==> src/rtl/bp_io_to_axil_master_if.sv <==
// Bundles the uncached I/O command/response ports and the AXI4-Lite master channels
// of bp_io_to_axil_master. master = bridge side, slave = unicore/interconnect side.
interface bp_io_to_axil_master_if #(
  parameter int paddr_width_p    = 40,
  parameter int data_width_p     = 64,
  parameter int axi_addr_width_p = 32,
  parameter int axi_data_width_p = 32
);
  localparam int msg_width_lp = data_width_p + 3 + paddr_width_p + 4;

  logic [msg_width_lp-1:0]       io_cmd, io_resp;
  logic                          io_cmd_v, io_cmd_ready_and, io_resp_v, io_resp_yumi;

  logic [axi_addr_width_p-1:0]   m_axil_awaddr, m_axil_araddr;
  logic [2:0]                    m_axil_awprot, m_axil_arprot;
  logic                          m_axil_awvalid, m_axil_awready;
  logic [axi_data_width_p-1:0]   m_axil_wdata, m_axil_rdata;
  logic [axi_data_width_p/8-1:0] m_axil_wstrb;
  logic                          m_axil_wvalid, m_axil_wready;
  logic [1:0]                    m_axil_bresp, m_axil_rresp;
  logic                          m_axil_bvalid, m_axil_bready;
  logic                          m_axil_arvalid, m_axil_arready;
  logic                          m_axil_rvalid, m_axil_rready;

  modport master (
    input  io_cmd, io_cmd_v, io_resp_yumi,
    output io_cmd_ready_and, io_resp, io_resp_v,
    output m_axil_awaddr, m_axil_awprot, m_axil_awvalid, input m_axil_awready,
    output m_axil_wdata, m_axil_wstrb, m_axil_wvalid, input m_axil_wready,
    input  m_axil_bresp, m_axil_bvalid, output m_axil_bready,
    output m_axil_araddr, m_axil_arprot, m_axil_arvalid, input m_axil_arready,
    input  m_axil_rdata, m_axil_rresp, m_axil_rvalid, output m_axil_rready
  );

  modport slave (
    output io_cmd, io_cmd_v, io_resp_yumi,
    input  io_cmd_ready_and, io_resp, io_resp_v,
    input  m_axil_awaddr, m_axil_awprot, m_axil_awvalid, output m_axil_awready,
    input  m_axil_wdata, m_axil_wstrb, m_axil_wvalid, output m_axil_wready,
    output m_axil_bresp, m_axil_bvalid, input m_axil_bready,
    input  m_axil_araddr, m_axil_arprot, m_axil_arvalid, output m_axil_arready,
    output m_axil_rdata, m_axil_rresp, m_axil_rvalid, input m_axil_rready
  );
endinterface

==> src/rtl/bp_io_to_axil_master.sv <==
// Bridges unicore uncached I/O commands onto an AXI4-Lite master port, one command in flight.
// 8-byte accesses become two 32-bit beats, low word first; read data returns right-justified.
module bp_io_to_axil_master #(
  parameter int paddr_width_p    = 40,
  parameter int data_width_p     = 64,
  parameter int axi_addr_width_p = 32,
  parameter int axi_data_width_p = 32
) (
  input  logic                  clk_i,
  input  logic                  reset_i,
  bp_io_to_axil_master_if.master io,
  output logic                  error_o
);
  localparam logic [3:0] e_bedrock_mem_uc_rd = 4'd2;
  localparam logic [3:0] e_bedrock_mem_uc_wr = 4'd3;

  localparam logic [2:0] e_ready = 3'd0;
  localparam logic [2:0] e_write = 3'd1;
  localparam logic [2:0] e_bresp = 3'd2;
  localparam logic [2:0] e_read  = 3'd3;
  localparam logic [2:0] e_rdata = 3'd4;
  localparam logic [2:0] e_resp  = 3'd5;

  typedef struct packed {
    logic [2:0]               size;
    logic [paddr_width_p-1:0] addr;
    logic [3:0]               msg_type;
  } hdr_s;

  typedef struct packed {
    logic [data_width_p-1:0] data;
    hdr_s                    hdr;
  } msg_s;

  if (axi_data_width_p != 32) begin : g_bad_data_width
    $error("bp_io_to_axil_master supports only axi_data_width_p == 32");
  end

  logic [2:0]  state_q, state_d;
  hdr_s        hdr_q, hdr_d;
  logic [63:0] wdata_q, wdata_d;
  logic [63:0] rdata_q, rdata_d;
  logic        beat_q, beat_d;
  logic        aw_done_q, aw_done_d;
  logic        w_done_q, w_done_d;
  logic        error_q, error_d;

  msg_s        cmd;
  logic        two_beat, last_beat;
  logic [1:0]  off;
  logic [31:0] wword, rshift, rword;
  logic [3:0]  wstrb;

  assign cmd       = msg_s'(io.io_cmd);
  assign two_beat  = (hdr_q.size == 3'd3);
  assign last_beat = ~two_beat | beat_q;
  assign off       = hdr_q.addr[1:0];

  // Narrow writes are byte-replicated across the word and selected by strobes.
  always_comb begin
    case (hdr_q.size)
      3'd0:    begin wword = {4{wdata_q[7:0]}};  wstrb = 4'b0001 << off; end
      3'd1:    begin wword = {2{wdata_q[15:0]}}; wstrb = 4'b0011 << off; end
      3'd2:    begin wword = wdata_q[31:0];      wstrb = 4'hF;           end
      default: begin wword = beat_q ? wdata_q[63:32] : wdata_q[31:0]; wstrb = 4'hF; end
    endcase
  end

  always_comb begin
    rshift = io.m_axil_rdata >> {off, 3'b000};
    case (hdr_q.size)
      3'd0:    rword = {24'h0, rshift[7:0]};
      3'd1:    rword = {16'h0, rshift[15:0]};
      default: rword = rshift;
    endcase
  end

  always_comb begin
    state_d   = state_q;
    hdr_d     = hdr_q;
    wdata_d   = wdata_q;
    rdata_d   = rdata_q;
    beat_d    = beat_q;
    aw_done_d = aw_done_q;
    w_done_d  = w_done_q;
    error_d   = error_q;
    case (state_q)
      e_ready: if (io.io_cmd_v && io.io_cmd_ready_and) begin
        hdr_d     = cmd.hdr;
        wdata_d   = cmd.data;
        rdata_d   = '0;
        beat_d    = 1'b0;
        aw_done_d = 1'b0;
        w_done_d  = 1'b0;
        if (cmd.hdr.size > 3'd3) begin
          error_d = 1'b1;
          state_d = e_resp;
        end else if (cmd.hdr.msg_type == e_bedrock_mem_uc_wr) state_d = e_write;
        else if (cmd.hdr.msg_type == e_bedrock_mem_uc_rd)     state_d = e_read;
        else                                                   state_d = e_resp;
      end
      e_write: begin
        aw_done_d = aw_done_q | io.m_axil_awready;
        w_done_d  = w_done_q  | io.m_axil_wready;
        if (aw_done_d && w_done_d) begin
          aw_done_d = 1'b0;
          w_done_d  = 1'b0;
          state_d   = e_bresp;
        end
      end
      e_bresp: if (io.m_axil_bvalid) begin
        error_d = error_q | (io.m_axil_bresp != 2'b00);
        beat_d  = 1'b1;
        state_d = last_beat ? e_resp : e_write;
      end
      e_read: if (io.m_axil_arready) state_d = e_rdata;
      e_rdata: if (io.m_axil_rvalid) begin
        error_d = error_q | (io.m_axil_rresp != 2'b00);
        if (beat_q) rdata_d[63:32] = rword;
        else        rdata_d[31:0]  = rword;
        beat_d  = 1'b1;
        state_d = last_beat ? e_resp : e_read;
      end
      e_resp: if (io.io_resp_yumi) state_d = e_ready;
      default: state_d = e_ready;
    endcase
  end

  always_ff @(posedge clk_i or posedge reset_i) begin
    if (reset_i) begin
      state_q   <= e_ready;
      hdr_q     <= '0;
      wdata_q   <= '0;
      rdata_q   <= '0;
      beat_q    <= 1'b0;
      aw_done_q <= 1'b0;
      w_done_q  <= 1'b0;
      error_q   <= 1'b0;
    end else begin
      state_q   <= state_d;
      hdr_q     <= hdr_d;
      wdata_q   <= wdata_d;
      rdata_q   <= rdata_d;
      beat_q    <= beat_d;
      aw_done_q <= aw_done_d;
      w_done_q  <= w_done_d;
      error_q   <= error_d;
    end
  end

  // Both addresses share the beat-advanced word address; valids are pure state decodes.
  assign io.m_axil_awaddr  = {hdr_q.addr[axi_addr_width_p-1:2], 2'b00}
                           + {{(axi_addr_width_p-3){1'b0}}, beat_q, 2'b00};
  assign io.m_axil_araddr  = io.m_axil_awaddr;
  assign io.m_axil_awprot  = 3'b000;
  assign io.m_axil_arprot  = 3'b000;
  assign io.m_axil_awvalid = (state_q == e_write) & ~aw_done_q;
  assign io.m_axil_wvalid  = (state_q == e_write) & ~w_done_q;
  assign io.m_axil_wdata   = wword;
  assign io.m_axil_wstrb   = wstrb;
  assign io.m_axil_bready  = (state_q == e_bresp);
  assign io.m_axil_arvalid = (state_q == e_read);
  assign io.m_axil_rready  = (state_q == e_rdata);

  assign io.io_cmd_ready_and = (state_q == e_ready) & ~reset_i;
  assign io.io_resp_v        = (state_q == e_resp);
  assign io.io_resp          = {rdata_q, hdr_q};
  assign error_o             = error_q;
endmodule

==> src/flat_wrapper.sv <==
// flat-port wrapper written by rule: the top's interface ports become plain ports
module bp_io_to_axil_master_flat 
#(
  parameter int paddr_width_p    = 40,
  parameter int data_width_p     = 64,
  parameter int axi_addr_width_p = 32,
  parameter int axi_data_width_p = 32
)
  (clk_i, reset_i, error_o, io_io_cmd, io_io_cmd_v, io_io_resp_yumi, io_io_cmd_ready_and, io_io_resp, io_io_resp_v, io_m_axil_awaddr, io_m_axil_awprot, io_m_axil_awvalid, io_m_axil_awready, io_m_axil_wdata, io_m_axil_wstrb, io_m_axil_wvalid, io_m_axil_wready, io_m_axil_bresp, io_m_axil_bvalid, io_m_axil_bready, io_m_axil_araddr, io_m_axil_arprot, io_m_axil_arvalid, io_m_axil_arready, io_m_axil_rdata, io_m_axil_rresp, io_m_axil_rvalid, io_m_axil_rready);
  bp_io_to_axil_master_if #(.paddr_width_p(paddr_width_p), .data_width_p(data_width_p), .axi_addr_width_p(axi_addr_width_p), .axi_data_width_p(axi_data_width_p)) io_i ();
  input  logic clk_i;
  input  logic reset_i;
  output logic error_o;
  input wire logic [$bits(io_i.io_cmd)-1:0] io_io_cmd;
  input wire logic [$bits(io_i.io_cmd_v)-1:0] io_io_cmd_v;
  input wire logic [$bits(io_i.io_resp_yumi)-1:0] io_io_resp_yumi;
  output wire logic [$bits(io_i.io_cmd_ready_and)-1:0] io_io_cmd_ready_and;
  output wire logic [$bits(io_i.io_resp)-1:0] io_io_resp;
  output wire logic [$bits(io_i.io_resp_v)-1:0] io_io_resp_v;
  output wire logic [$bits(io_i.m_axil_awaddr)-1:0] io_m_axil_awaddr;
  output wire logic [$bits(io_i.m_axil_awprot)-1:0] io_m_axil_awprot;
  output wire logic [$bits(io_i.m_axil_awvalid)-1:0] io_m_axil_awvalid;
  input wire logic [$bits(io_i.m_axil_awready)-1:0] io_m_axil_awready;
  output wire logic [$bits(io_i.m_axil_wdata)-1:0] io_m_axil_wdata;
  output wire logic [$bits(io_i.m_axil_wstrb)-1:0] io_m_axil_wstrb;
  output wire logic [$bits(io_i.m_axil_wvalid)-1:0] io_m_axil_wvalid;
  input wire logic [$bits(io_i.m_axil_wready)-1:0] io_m_axil_wready;
  input wire logic [$bits(io_i.m_axil_bresp)-1:0] io_m_axil_bresp;
  input wire logic [$bits(io_i.m_axil_bvalid)-1:0] io_m_axil_bvalid;
  output wire logic [$bits(io_i.m_axil_bready)-1:0] io_m_axil_bready;
  output wire logic [$bits(io_i.m_axil_araddr)-1:0] io_m_axil_araddr;
  output wire logic [$bits(io_i.m_axil_arprot)-1:0] io_m_axil_arprot;
  output wire logic [$bits(io_i.m_axil_arvalid)-1:0] io_m_axil_arvalid;
  input wire logic [$bits(io_i.m_axil_arready)-1:0] io_m_axil_arready;
  input wire logic [$bits(io_i.m_axil_rdata)-1:0] io_m_axil_rdata;
  input wire logic [$bits(io_i.m_axil_rresp)-1:0] io_m_axil_rresp;
  input wire logic [$bits(io_i.m_axil_rvalid)-1:0] io_m_axil_rvalid;
  output wire logic [$bits(io_i.m_axil_rready)-1:0] io_m_axil_rready;
  assign io_i.io_cmd = io_io_cmd;
  assign io_i.io_cmd_v = io_io_cmd_v;
  assign io_i.io_resp_yumi = io_io_resp_yumi;
  assign io_io_cmd_ready_and = io_i.io_cmd_ready_and;
  assign io_io_resp = io_i.io_resp;
  assign io_io_resp_v = io_i.io_resp_v;
  assign io_m_axil_awaddr = io_i.m_axil_awaddr;
  assign io_m_axil_awprot = io_i.m_axil_awprot;
  assign io_m_axil_awvalid = io_i.m_axil_awvalid;
  assign io_i.m_axil_awready = io_m_axil_awready;
  assign io_m_axil_wdata = io_i.m_axil_wdata;
  assign io_m_axil_wstrb = io_i.m_axil_wstrb;
  assign io_m_axil_wvalid = io_i.m_axil_wvalid;
  assign io_i.m_axil_wready = io_m_axil_wready;
  assign io_i.m_axil_bresp = io_m_axil_bresp;
  assign io_i.m_axil_bvalid = io_m_axil_bvalid;
  assign io_m_axil_bready = io_i.m_axil_bready;
  assign io_m_axil_araddr = io_i.m_axil_araddr;
  assign io_m_axil_arprot = io_i.m_axil_arprot;
  assign io_m_axil_arvalid = io_i.m_axil_arvalid;
  assign io_i.m_axil_arready = io_m_axil_arready;
  assign io_i.m_axil_rdata = io_m_axil_rdata;
  assign io_i.m_axil_rresp = io_m_axil_rresp;
  assign io_i.m_axil_rvalid = io_m_axil_rvalid;
  assign io_m_axil_rready = io_i.m_axil_rready;
  bp_io_to_axil_master #(.paddr_width_p(paddr_width_p), .data_width_p(data_width_p), .axi_addr_width_p(axi_addr_width_p), .axi_data_width_p(axi_data_width_p)) u_core (.clk_i(clk_i), .reset_i(reset_i), .io(io_i), .error_o(error_o));
endmodule
==> config.mk <==
export PLATFORM = sky130hd
export DESIGN_NAME = bp_io_to_axil_master_flat
export DESIGN_NICKNAME = d
export VERILOG_FILES = /design/src/rtl/bp_io_to_axil_master_if.sv /design/src/rtl/bp_io_to_axil_master.sv /design/src/flat_wrapper.sv
export SDC_FILE = /design/constraint.sdc
export NUM_CORES = 1
export LEC_CHECK = 0
export ABC_AREA = 1
export CELL_PAD_IN_SITES_DETAIL_PLACEMENT = 2
export CELL_PAD_IN_SITES_GLOBAL_PLACEMENT = 2
export CORE_ASPECT_RATIO = 0.5
export CORE_UTILIZATION = 24
export CTS_BUF_LIST = sky130_fd_sc_hd__clkbuf_8
export DETAILED_ROUTE_END_ITERATION = 10
export PLACE_DENSITY = 0.82
export SYNTH_ARGS = -nofsm -noshare
export SYNTH_HDL_FRONTEND = slang
export SYNTH_SLANG_ARGS = --single-unit
==> constraint.sdc <==
create_clock -name clk_i -period 7.9 [get_ports clk_i]
set_input_delay 1.185 -clock clk_i [delete_from_list [all_inputs] [get_ports clk_i]]
set_output_delay 1.185 -clock clk_i [all_outputs]
set_load 0.005 [all_outputs]
# Word-level counts from Yosys, hierarchy flattened
# Cells that the tools add are included.
[classes] n_addsub=1 n_lt_le_gt_ge=1 eq_ne=19 n_shift=3 n_mux=34 n_bitwise=12 reduce_logical=16
[ops] cell="$mux 64" n=2
[ops] cell="$pmux 64 s2" n=1
[ops] cell="$mux 32" n=3
[ops] cell="$pmux 32 s3" n=1
[ops] cell="$pmux 32 s2" n=1
[ops] cell="$mux 3" n=11
[ops] cell="$add 32x3->32" n=1
[ops] cell="$shr 32x5->32" n=1
[ops] cell="$pmux 3 s6" n=1
[ops] cell="$eq 3x2->1 const B" n=4
[ops] cell="$reduce_and 4->1" n=3
[ops] cell="$ne 2x1->1 const B" n=5
[ops] cell="$mux 1" n=9
[ops] cell="$eq 4x2->1 const B" n=2
[ops] cell="$ne 2x2->1 const B" n=4
[ops] cell="$pmux 4 s2" n=1
[ops] cell="$reduce_bool 2->1" n=4
[ops] cell="$eq 3x1->1 const B" n=2
[ops] cell="$eq 3x3->1 const B" n=2
[ops] cell="$logic_not 3->1" n=2
[ops] cell="$pmux 1 s3" n=2
[ops] cell="$reduce_and 6->1" n=1
[ops] cell="$or 1x1->1" n=5
[ops] cell="$reduce_and 5->1" n=1
[ops] cell="9 further kinds" n=17
[totals] reg_bits=182 in_bits=156 out_inout_bits=225 word_cells=97

# Logic depth before layout (Yosys ltp)
[depth] word_depth=6 ltp_mapped=10 mapped_depth_nobuf=9

# Worst setup path after synthesis
# Ideal clock, no wire load.
[synth_path] path_kind="input port to flip-flop" start="input reset_i" end="register u_core.beat_q" setup_ns=0.077 arrival_ns=5.783 t_required_ns=7.823 slack_ns=2.040 stages=5 path_buffers=0 path_cell_list="inv_1 -> a21oi_1 -> nor2_1 -> nand2_1 -> a21oi_1"
[synth_between] elab_chain_cells=5
[synth_rtl] element="from (decl)" line="flat_wrapper.sv:12" rtl="input logic reset_i;"
[synth_rtl] element="$not 1->1" line="bp_io_to_axil_master.sv:165" rtl="assign io.io_cmd_ready_and = (state_q == e_ready) & ~reset_i;"
[synth_rtl] element="$and 1x1->1" line="bp_io_to_axil_master.sv:165"
[synth_rtl] element="$logic_and 1x1->1" line="bp_io_to_axil_master.sv:88" rtl="e_ready: if (io.io_cmd_v && io.io_cmd_ready_and) begin"
[synth_rtl] element="$ne 2x1->1 (no line)"
[synth_rtl] element="$reduce_and 4->1 (no line)"
[synth_rtl] element="to (signal assigned)" line="bp_io_to_axil_master.sv:144" rtl="beat_q <= beat_d;"
[synth_rtl] element="to (decl)" line="bp_io_to_axil_master.sv:43" rtl="logic beat_q, beat_d;"
# No other way between the ends.
# A chain may end at the register's enable or synchronous reset.

# Worst setup path after layout
[layout_path] start="register u_core.hdr_q, in the netlist u_core.io.io_resp[6]" end="output io_m_axil_araddr[19]"
[layout_between] elab_chain_cells=1
[layout_rtl] element="from (decl)" line="bp_io_to_axil_master.sv:40" rtl="hdr_s hdr_q, hdr_d;"
[layout_rtl] element="from (signal assigned)" line="bp_io_to_axil_master.sv:141" rtl="hdr_q <= hdr_d;"
[layout_rtl] element="$add 32x3->32" line="bp_io_to_axil_master.sv:153" rtl="+ {{(axi_addr_width_p-3){1'b0}}, beat_q, 2'b00};"
[layout_rtl] element="to (decl)" line="flat_wrapper.sv:31" rtl="output wire logic [$bits(io_i.m_axil_araddr)-1:0] io_m_axil_araddr;"
# No other way between the ends.

==> flow_metrics.env <==
export IMPL_ys_ff_latch=182
export IMPL_fin_setup_tns_ns=0
export IMPL_grt_pass1_wl_mm=71.6
export IMPL_hold_class="flip-flop to flip-flop"
export IMPL_grt_pass1_vias=11100
export IMPL_yosysWarnings=0
export IMPL_clockBufferDepth=2
export IMPL_synth_ff_type="dfrtp_1"
export IMPL_die_y_um=145
export IMPL_pwr_share_clk=0.135
export IMPL_multi_input_area_um2=4340
export IMPL_maxSlewHeadroom=0.296
export IMPL_arrival_ns=3.34
export IMPL_ys_seq_area_frac=0.462
export IMPL_place_inst=2212
export IMPL_coreArea_um2=40500
export IMPL_crit_type="flip-flop to output port"
export IMPL_final_nets=1849
export IMPL_async_reset_ff_frac=1.00
export IMPL_p_leak_nw=6.71
export IMPL_num_rows=52
export IMPL_routedWlPerCell_um=21.0
export IMPL_cts_resized=0
export IMPL_netlist_area_um2=9850
export IMPL_port_buffers=370
export IMPL_start_util=0.243
export IMPL_antenna_found_initial=6
export IMPL_placed_area_um2=13700
export IMPL_wl_met2_mm=25.2
export IMPL_grt_usage=0.226
export IMPL_fin_crit_sh=0.573
export IMPL_post_route_drc_count=0
export IMPL_syn_to_final_growth_pct=44.2
export IMPL_cp_required_ns=6.71
export IMPL_synthCells=1389
export IMPL_p_seq_frac=0.297
export IMPL_endpoint_kind="output port"
export IMPL_io_pins=381
export IMPL_dp_hpwl_mm=35.3
export IMPL_cts_tree="yes"
export IMPL_maxCapViolCount=0
export IMPL_numClockSinks=182
export IMPL_avgSynthCellArea_um2=7.09
export IMPL_layout_drive_gt1_share=0.0364
export IMPL_post_cts_buffers=0
export IMPL_wl_met3_um=922
export IMPL_reg2reg_slack_ns=4.92
export IMPL_n_fill_cell=4752
export IMPL_post_place_ws_ns=3.87
export IMPL_layout_common_cells="nand2_1, clkdlybuf4s50_1, dfrtp_1, o21ai_0, nor2_1"
export IMPL_worstSkewPairLatency_ns=0.52
export IMPL_design_area_um2=14200
export IMPL_synth_edf_count=0
export IMPL_layout_commonest_cell="nand2_1"
export IMPL_drtIter0Drc=419
export IMPL_fin_cells=2252
export IMPL_finalCriticalPeriod_ns=4.52
export IMPL_vias=10500
export IMPL_clkTransAtPathRegs_ns=0.11
export IMPL_p_comb_frac=0.567
export IMPL_internal_power_w=0.00311
export IMPL_status="completed"
export IMPL_power_density_nw_per_um2=394
export IMPL_numCtsBuffers=17
export IMPL_slew_violations=0
export IMPL_max_freq_mhz=221
export IMPL_ant_nets=0
export IMPL_ctsHtreeMaxLevel=4
export IMPL_setup_viol=0
export IMPL_cp_start_kind="flip-flop"
export IMPL_ir_drop_mv=0.165
export IMPL_swShare=0.444
export IMPL_die_w_um=289
export IMPL_hold_viol_final=0
export IMPL_highest_layer="met4"
export IMPL_place_gp_congestion=0.860
export IMPL_grt_ovfl_total=0
export IMPL_dr_pass1_iters=5
export IMPL_hold_buffers=0
export IMPL_wl_mm=47.2
export IMPL_clk_root_buffer_cell="clkbuf_8"
export IMPL_layout_setup_ws_ns=3.38
export IMPL_clock_skew_ns=0.0207
export IMPL_switchingPower_w=0.00249
export IMPL_grt_max_degree=116
export IMPL_dieArea_um2=41900
export IMPL_grt_setup_unrepaired="no"
export IMPL_drt_met1_wl_mm=20.0
export IMPL_crit_path_max_fanout=7
export IMPL_synth_distinct_cells=32
export IMPL_regArea_um2=4550
export IMPL_worstMarginPinSlew_ns=1.05
export IMPL_viasPerCell=4.64
==> routing by layer <==
| layer | vias up | track usage |
|---|---|---|
| met5 | - | 0 |
| met4 | 0 | 0.0635 |
| met3 | 42 | 0.0261 |
| met2 | 142 | 0.411 |
| met1 | 5355 | 0.278 |
| li1 | 4919 | - |
==> area by class of cell <==
class	count	area share
well taps	540	0.0475
repair buffers	379	0.265
diodes	8	0.00141
flip-flops and latches	182	0.320
inverters	107	0.0290
clock inverters	14	0.0138
clock buffers	18	0.0174
multi-input cells	1004	0.305
==> Yosys cell counts (11+ instances only) <==
master,count,area [um2]
nand2_1,597,2240
dfrtp_1,182,4550
a21oi_1,18,90.1
nor3_1,13,65.1
o21ai_0,118,591
nand3_1,76,380
buf_2,23,115
clkbuf_1,31,116
buf_4,50,375
nor2_1,101,379
inv_1,100,375
nand4_1,11,68.8
xor2_1,14,123
==> power by group through the flow <==
stage | Combinational [W] | Sequential (W) | Clock, W
6_report | 0.00318 | 0.00166 | 0.000757
5_1_grt | 0.00344 | 0.00171 | 0.000809
4_1_cts | 0.00321 | 0.00166 | 0.000779
3_5_place_dp | 0.00319 | 0.00167 | 0
3_3_place_gp | 0.00310 | 0.00165 | 0
2_1_floorplan | 0.00144 | 0.00157 | 0
==> flip-flops by register name, indices dropped and copies added, names as in the netlist <==
signal / cells
u_core.rdata_q: 64
u_core.wdata_q: 64
u_core.io.io_resp: 47
u_core.state_q: 3
u_core.aw_done_q: 1
u_core.beat_q: 1
u_core.error_o: 1
u_core.w_done_q: 1
==> cell families after synthesis <==
group,Yosys count,synth area share
flip-flops,182,0.462
adder cells (fa/ha/maj),2,0.00254
AND/OR/NAND/NOR,810,0.327
multiplexers,1,0.00114
XOR/XNOR,15,0.0133
other,1,0.000381
buffers and inverters,212,0.103
AO/OA/AOI/OAI,166,0.0903
==> critical path: stages (launching register included) <==
cell             delay [ns]
dfrtp_1                0.40
ha_1                   0.24
nand3_1                0.20
nor2_1                 0.29
nand2_1                0.15
nor2_1                 0.48
nand2_1                0.15
nand2_1                0.11
inv_1                  0.05
nor2_1                 0.19
clkdlybuf4s50_1        0.57
==> stage by stage <==
step,hold WS (ns),util,power [W]
floorplan,0.445,-,0.00302
global placement,0.459,0.340,0.00476
detailed placement,0.462,0.340,0.00486
CTS,0.486,0.351,0.00565
global route,0.506,0.351,0.00595
finish,0.485,0.351,0.00560
==> worst paths after layout <==
path                                 startpoint               endpoint  cells after the start
setup / recovery           u_core.io.io_resp[6]   io_m_axil_araddr[19]                     10
hold / removal                u_core.rdata_q[8]      u_core.rdata_q[8]                      2
setup reg to reg              u_core.state_q[0]  u_core.io.io_resp[21]                      7
hold reg to reg               u_core.rdata_q[8]      u_core.rdata_q[8]                      2
max in group asynchronous               reset_i     u_core.wdata_q[33]                      3
min in group asynchronous               reset_i  u_core.io.io_resp[38]                      2
Power figures use the tool's default switching activity.
==> RTL edit, RTL diff (same settings) <==
Register the output `error_o` once more; this adds one clock of latency there. The other outputs are not delayed to match.
--- a/src/rtl/bp_io_to_axil_master.sv
+++ b/src/rtl/bp_io_to_axil_master.sv
@@ -165,6 +165,8 @@
   assign io.io_cmd_ready_and = (state_q == e_ready) & ~reset_i;
   assign io.io_resp_v        = (state_q == e_resp);
   assign io.io_resp          = {rdata_q, hdr_q};
-  assign error_o             = error_q;
+  always_ff @(posedge clk_i) begin
+    error_o <= error_q;
+  end
 endmodule
 
Formal check against the unedited RTL: not equivalent (Yosys sat finds a counterexample within 4 cycles, from zero or initial values and one cycle with reset_i high).
==> RTL edit against the unedited design <==
- synthesized area grew 0.20%
- largest cell class unchanged
- power hardly changed
- critical path type unchanged
- fmax up 2.3%
- wire length fell by 2.7%
- die area is 0.20% higher
- clock power grew 1%
- sequential cell count rose by 1
- via count fell by 0.34%
- design area grew 0.18%
- synthesized cell count hardly changed
- critical endpoint is now io_m_axil_wdata[7]
- setup slack improved by 100 ps
==> RTL edit: results (changes against the unedited design) <==
| Metric | Value |
|---|---|
| Filler cells | 4699 (-1.1%) |
| Status | finished, final reports clean |
| Final std cells w/o fill | 2253 (+0.044%) |
| Sw frac | 0.444 (-0.000837) |
| Vias per inst | 4.63 (-0.39%) |
| Synthesized flop and latch total | 183 (+0.55%) |
| Hold buffers post-CTS | 0 (unchanged) |
| Placement Setup Slack | 3470 ps (-395 ps) |
| Clock network power | 0.765 mW (+1%) |
| Async SR Flop Fraction | 0.995 (-0.00546) |
| Met2 Use GR | 0.395 (-0.0162) |
| Share of cells above drive strength 1 | 0.0370 (+0.000565) |
| Seq area share | 0.321 (+0.000843) |
| Cell variety after synth | 33 (+3.1%) |
| Vias in the first global route | 11200 (+0.75%) |
| Starting DRT DRC Count | 471 (+12%) |
| Leak | 6.72 nW (+0.19%) |
| GR Util met3 | 0.0285 (+0.00243) |
| Fraction of area in multi-input gates | 0.305 (-0.000536) |
| Setup crit start | u_core.io.io_resp[45] |
| Clock skew | 23.9 ps (+3.19 ps) |
| Setup Fix Bufs, Post-CTS | 0 (unchanged) |
| CP max-delay cell | dfrtp_1 |
| Top post-synthesis cells by area | dfrtp_1 46%, nand2_1 23%, o21ai_0 6.0%, nand3_1 3.9%, nor2_1 3.8% |
| Crit-path leading delay family | simple AND/OR/NAND/NOR gates |
| Nets@finish | 1850 (+0.054%) |
| Worst slew pin tran | 1050 ps (-3.87 ps) |
| PwrDens | 393 nW/µm² (-0.27%) |
| Met1 Usage GRT | 0.265 (-0.0124) |
| Post-synthesis sequential area ratio | 0.463 (+0.00109) |
| NonClk Buf Share | 0.265 (-0.000466) |
| Worst-path fanout max | 20 (+13) |
| WP data arrival | 3240 ps (-100 ps) |
| First-pass GRT wire length | 69700 µm (-2.7%) |
| Psw | 2.48 mW (-0.28%) |
| WL met1 | 19600 µm (-2.1%) |
| All-Layer GR Usage | 0.219 (-0.00691) |
| RePlAce Congestion | 0.851 (-1.1%) |
| Maximum VDD drop | 0.000152 V (-7.8%) |
| Wire length per cell | 20.4 µm (-2.8%) |
| Clock tree cell share of total cell area | 0.0315 (+0.000297) |
| Routed wl met2 | 24100 µm (-4.3%) |
| Max Used Layer | met4 |
| Area after DPL | 13800 µm² (+0.15%) |
| Inst Count DP | 2213 (+0.045%) |
| Drt first pass iters | 4 (-1) |
| Largest net degree at the start of global routing | 115 (-0.86%) |
| Post-cts sizing count | 0 (unchanged) |
| Metal3 WL | 995 µm (+7.9%) |
| Initial antenna violation count | 8 (+2) |
RTL edit: cells by family (layout without fill, tap and decap cells):
logic type	Yosys count	after routing	synth area share
other cells	1	18	0.000380
buf+inv	212	518	0.103
simple gates	810	810	0.327
xor+xnor	15	15	0.0133
flops	183	183	0.463
mux	1	1	0.00114
compound gates	166	166	0.0901
fa+ha+maj	2	2	0.00253
RTL edit: worst paths after layout:
path / endpoint / slack, ps / cells past startpoint
max in group asynchronous: u_core.rdata_q[45] / 5090 / 3
hold reg to reg: u_core.error_o / 400 / 0
hold / removal: u_core.error_o / 400 / 0
min in group asynchronous: u_core.error_q / 1320 / 2
setup / recovery: io_m_axil_wdata[7] / 3480 / 5
setup reg to reg: u_core.wdata_q[22] / 4530 / 8
RTL edit: worst reg2reg max path, stage by stage, from the launching register on:
cell	delay, ps
dfrtp_1	470
nor2_2	240
nand2_2	150
nor2_2	150
nand2_2	60
buf_4	340
inv_4	780
buf_4	750
o21ai_0	260
